**src/rtl/tnn_neuron_sequencer.sv**
```systemverilog
// Time-multiplexes one shared OP_W-bit comparison unit across N_PAIRS operand pairs,
// counts the unit's votes and thresholds the count into a single neuron output.
module tnn_neuron_sequencer #(
  parameter  int N_PAIRS = 8,
  parameter  int OP_W    = 3,
  localparam int CNT_W   = $clog2(N_PAIRS + 1)
) (
  input  logic                      clk_i,
  input  logic                      rst_ni,
  input  logic                      start_i,
  output logic                      ready_o,
  input  logic [N_PAIRS*OP_W-1:0]   a_vec_i,
  input  logic [N_PAIRS*OP_W-1:0]   b_vec_i,
  input  logic [CNT_W-1:0]          threshold_i,
  output logic [OP_W-1:0]           unit_a_o,
  output logic [OP_W-1:0]           unit_b_o,
  input  logic                      unit_out_i,
  output logic                      busy_o,
  output logic                      done_o,
  output logic                      result_o,
  output logic [CNT_W-1:0]          votes_o
);

  localparam int IDX_W = (N_PAIRS > 1) ? $clog2(N_PAIRS) : 1;

  typedef enum logic [1:0] {
    IDLE = 2'd0,
    RUN  = 2'd1,
    DONE = 2'd2
  } state_e;

  state_e                    state_q;
  logic [N_PAIRS*OP_W-1:0]   a_q;
  logic [N_PAIRS*OP_W-1:0]   b_q;
  logic [CNT_W-1:0]          thr_q;
  logic [IDX_W-1:0]          idx_q;
  logic [CNT_W-1:0]          acc_q;
  logic [OP_W-1:0]           unit_a_q;
  logic [OP_W-1:0]           unit_b_q;
  logic                      done_q;
  logic                      result_q;
  logic [CNT_W-1:0]          votes_q;

  logic [CNT_W-1:0]          acc_d;
  logic [IDX_W-1:0]          idx_d;
  logic                      last_pair;

  // The unit result for the pair on the bus this cycle is folded in at the closing edge.
  assign acc_d     = acc_q + CNT_W'(unit_out_i);
  assign idx_d     = idx_q + IDX_W'(1);
  assign last_pair = (idx_q == IDX_W'(N_PAIRS - 1));

  always_ff @(posedge clk_i or negedge rst_ni) begin
    if (!rst_ni) begin
      state_q  <= IDLE;
      a_q      <= '0;
      b_q      <= '0;
      thr_q    <= '0;
      idx_q    <= '0;
      acc_q    <= '0;
      unit_a_q <= '0;
      unit_b_q <= '0;
      done_q   <= 1'b0;
      result_q <= 1'b0;
      votes_q  <= '0;
    end else begin
      case (state_q)
        IDLE, DONE: begin
          done_q <= 1'b0;
          if (start_i) begin
            a_q      <= a_vec_i;
            b_q      <= b_vec_i;
            thr_q    <= threshold_i;
            idx_q    <= '0;
            acc_q    <= '0;
            // Pair 0 comes straight from the inputs so it is on the bus in the first RUN cycle.
            unit_a_q <= a_vec_i[OP_W-1:0];
            unit_b_q <= b_vec_i[OP_W-1:0];
            state_q  <= RUN;
          end else begin
            state_q  <= IDLE;
          end
        end
        RUN: begin
          if (last_pair) begin
            votes_q  <= acc_d;
            result_q <= (acc_d >= thr_q);
            done_q   <= 1'b1;
            state_q  <= DONE;
          end else begin
            acc_q    <= acc_d;
            idx_q    <= idx_d;
            unit_a_q <= a_q[idx_d*OP_W +: OP_W];
            unit_b_q <= b_q[idx_d*OP_W +: OP_W];
            state_q  <= RUN;
          end
        end
        default: state_q <= IDLE;
      endcase
    end
  end

  assign ready_o  = (state_q != RUN);
  assign busy_o   = (state_q == RUN);
  assign done_o   = done_q;
  assign result_o = result_q;
  assign votes_o  = votes_q;
  assign unit_a_o = unit_a_q;
  assign unit_b_o = unit_b_q;

endmodule

```
**config.mk**
```make
export PLATFORM = sky130hd
export DESIGN_NAME = tnn_neuron_sequencer
export DESIGN_NICKNAME = d
export VERILOG_FILES = /design/src/rtl/tnn_neuron_sequencer.sv
export SDC_FILE = /design/constraint.sdc
export NUM_CORES = 1
export LEC_CHECK = 0
export BUFFER_PORTS_ARGS = -buffer_cell sky130_fd_sc_hd__buf_2
export CAP_MARGIN = 20
export CORE_MARGIN = 5
export CORE_UTILIZATION = 49
export DETAILED_ROUTE_END_ITERATION = 8
export PLACE_DENSITY = 0.76
export SETUP_SLACK_MARGIN = 0.5
export SYNTH_ARGS = -nofsm -noshare
export SYNTH_HDL_FRONTEND = slang
export SYNTH_SLANG_ARGS = --single-unit
```
**constraint.sdc**
```tcl
create_clock -name clk_i -period 1.7 [get_ports clk_i]
set_input_delay 0.51 -clock clk_i [delete_from_list [all_inputs] [get_ports clk_i]]
set_output_delay 0.51 -clock clk_i [all_outputs]
set_load 0.01 [all_outputs]
```
==> metrics.md <==
| Metric | Value |
|---|---|
| Worst hold slack | 0.178 ns |
| Violated checks | setup timing |
| Peak supply drop | roughly 0.93 mV |
| Fin. max-slew vios | 0 |
| Tmin final | 1.75 ns |
| Vias in the first global route | 2,862 |
| Top Family by Delay on Critical Path | simple AND/OR/NAND/NOR gates |
| Leak | about 2.4 nW |
| Net Count, Synth | 420 |
| CP max stage cell | dfrtp_1 |
| RR Startpoint | idx_q[1] |
| Unique masters post-synth | 28 |
| Setup crit start kind | flop |
| CP bufs+invs | 1 |
| Post-Synth Adder-Cell Area | 0.0300 |
| Htree depth | 3 |
| Fmax | roughly 570 MHz |
| Max transition margin | 0.736 |
| Clk pin slew, worst setup/hold paths | 0.08 ns |
| Worst endpoint required time | 1.95 ns |
| Status | finished with violations |
| Worst reg2reg setup slack | -0.05 ns |
| Grt ovf | 0 |
| Flops & latches, synth | 73 |
| R2R Path End | unit_a_o[1] |
| Post-CTS Hold Buffers | 0 |
| EDFF count, synth | 0 |
| First-pass GRT wire length | ~13,000 um |
| I/O pins | 70 |
| Pin count of the biggest net entering global routing | 74 |
| Post-route setup slack | -0.0514 ns |
| Total number of vias | 2,789 |
| Layout cells sized above 1 | 0.385 |
| Via density | 5.12 |
| Crit path capture type | flop |
| Synth top area share | 0.548 |
| Worst-path fanout max | 8 |
| Clock skew | about 0.0064 ns |
| Final period util | 1.03 |
| Unrepaired setup endpoints after global routing | true |
| Pre-CTS setup slack | -0.102 ns |
| Die ar. | between 8000 and 9000 sq um |
| Kind of critical path | reg2reg |
| Post-synthesis async set-or-reset flop share | 1.00 |
| Fill count | between 500 and 600 |
| Synth warn | 0 |
| Yosys top cell by area | dfrtp_1 |
| Max clock buf depth | 2 |
| Nets | 524 |
| Share of power burned in registers | 0.322 |
| Antenna viol nets, final | 0 |
| Simple-gate portion of the synthesized area | 0.226 |
| Multiplexer area fraction after synthesis | 0.0851 |
| Clock power share | 0.176 |
| First DRT Iteration DRCs | ~140 |
| Setup tns final | -0.0514 ns |
| Final wirelength | 8380 um |
| TritonCTS Buffers | 9 |
| IO Port Bufs | 69 |
| Final setup vio count | 1 |
| Complex-gate fraction of the synthesized area | 0.0615 |
| Wire per inst | around 15 um |
| Ys flop type | dfrtp_1 |
| DPL Wire Length | 5290 um |
| P_int | a little over 6 mW |
| Area contributors post-synth | dfrtp_1, nand2_1, mux4_2 |
| Slew at the pin closest to its max-slew limit | 0.395 ns |
| Clock Sinks | 73 |
| Synthesized area | about 3300 sq um |
| Slowest cell delay on critical path | 0.40 ns |
| Syn_area_per_cell | 9.37 sq um |
| Count leader, synth | nand2_1 |
| RePlAce Congestion | approximately 0.86 |
| CTS tree | done |
| Core area | 6720 sq um |
| Cell Chain, Critical Path | ha_2, ha_4, or3b_4, and2_4, clkinv_8, nor2_2, a31oi_1 |
| Logic pwr share | 0.502 |
| GRT Util Overall | 0.203 |
| N_diodes | 0 |
| Initial antenna violation count | 0 |
| Initial Util | 0.496 |
| Largest family of logic cells by synthesized area | simple AND/OR/NAND/NOR gates |
| Synth Area in XOR/XNOR | 0.00525 |
| Clk root buf | clkbuf_8 |
| Row cnt | 30 |
| Die Height | 92.5 um |
| MaxCap Viol Count | 0 |
| Switch Pwr | ~3.3 mW |
| Worst EP arrival | 2.00 ns |
| Cells after Synth | 356 |
| DRC viols | 0 |
| Net Sw Frac | 0.353 |
| P per Cell Area | 2050 nW/um^2 |
| Final core occ | 0.684 |
| Later-pin clock latency in the skew report | ~0.34 ns |
| Final hold vios | 0 |
| R2R depth | 7 |
| Min-Delay Path Class | in2async |
| Worst Setup SP | idx_q[1] |
| Die W | 92.5 um |
| Drt first pass iters | 4 |
| Area Overhead vs Synth | 37.8% |
| Most common library cells after synthesis | nand2_1, dfrtp_1, o21ai_0 |
| Register area share after synthesis | 0.548 |
## worst max path at each step
| stage | slack [ns] | to | depth (start not counted) |
|---|---|---|---|
| after floorplan | 0.05 | unit_a_o[0] | 8 |
| after global placement | -0.08 | result_o | 7 |
| after detailed placement | -0.10 | result_o | 7 |
| after CTS | 0.009 | ready_o | 3 |
| after global routing | -0.1 | unit_a_o[1] | 7 |
| final | -0.05 | unit_a_o[1] | 7 |
## sequential cells by signal, summed over array words and instances, names as in the netlist, 2 cells and up
signal    cells
votes_o       4
unit_a_o      3
unit_b_o      3
idx_q         3
b_q          24
state_q       2
thr_q         4
a_q          24
acc_q         4
## through the flow
step	total power, mW	instance area [sq um]	cells
2_1_floorplan	5.49	3400	356
4_1_cts	8.99	4420	534
5_1_grt	10.1	4600	545
3_3_place_gp	6.42	3880	498
6_report	9.41	4600	545
3_5_place_dp	6.60	3880	498
## kinds of logic (layout without fill, tap and decap cells)
kind of cell | after synthesis | count (layout)
DFF | 73 | 73
muxes | 20 | 20
adders and majority gates | 8 | 8
buffers and inverters | 31 | 140
AOI/OAI and AO/OA | 33 | 33
and+or+nand+nor | 189 | 189
xor gates and xnor gates | 2 | 2
## power groups by stage
stage          clock [mW]  combinational (mW)  sequential, mW
5_1_grt              1.77                5.19            3.12
4_1_cts              1.68                4.30            3.01
3_3_place_gp            0                3.45            2.97
6_report             1.65                4.72            3.03
2_1_floorplan           0                2.54            2.95
3_5_place_dp            0                3.57            3.03
## cell usage in the layout (no fill, tap or decap), types with 2 or more instances in the layout
cell | netlist | final
nand3_2 | 0 | 2
clkbuf_8 | 0 | 10
mux2i_1 | 7 | 7
mux4_2 | 6 | 6
buf_12 | 0 | 8
ha_1 | 8 | 2
inv_2 | 0 | 3
o21ai_0 | 18 | 12
a31oi_1 | 6 | 6
buf_4 | 1 | 29
dfrtp_1 | 73 | 72
bufinv_16 | 0 | 3
nand2b_4 | 0 | 2
nand2_2 | 0 | 4
nor2_2 | 0 | 5
a2bb2oi_1 | 6 | 5
nand2_4 | 0 | 2
nand3_1 | 12 | 10
o21ai_1 | 0 | 5
buf_6 | 1 | 9
nand2_1 | 163 | 156
inv_1 | 9 | 6
ha_4 | 0 | 5
buf_2 | 6 | 67
mux2_2 | 7 | 6
## metal layers
layer | global-route usage | vias to the layer above | part of all wire
met5 | 0 | - | 0
met4 | 0.0854 | 0 | 0.020
met3 | 0.0414 | 16 | 0.046
met2 | 0.336 | 78 | 0.51
met1 | 0.259 | 1336 | 0.43
li1 | - | 1359 | -
## layout make-up
type | count | area [sq um] | share of cell area
flip-flops and latches | 73 | 1830 | 0.398
repair buffers | 114 | 830 | 0.180
clock buffers | 11 | 141 | 0.0308
clock inverters | 5 | 103 | 0.0223
multi-input cells | 252 | 1550 | 0.336
well taps | 80 | 100 | 0.0218
inverters | 10 | 50.0 | 0.0109
## worst reg2reg max path: cells and delay by family (launching register included)
family                   cells  cell delay, ns
adder cells (fa/ha/maj)      2            0.36
AND/OR/NAND/NOR              3            0.61
buffers and inverters        1            0.09
flip-flops                   1            0.40
AO/OA/AOI/OAI                1            0.19
## what timing repair did
action	CTS	global route
resized for setup	29	22
buffers inserted	20	11
endpoints found under the setup margin	72	72
cloned	0	0
pin swaps	16	7
No activity file was read; power rests on OpenSTA's default activity.
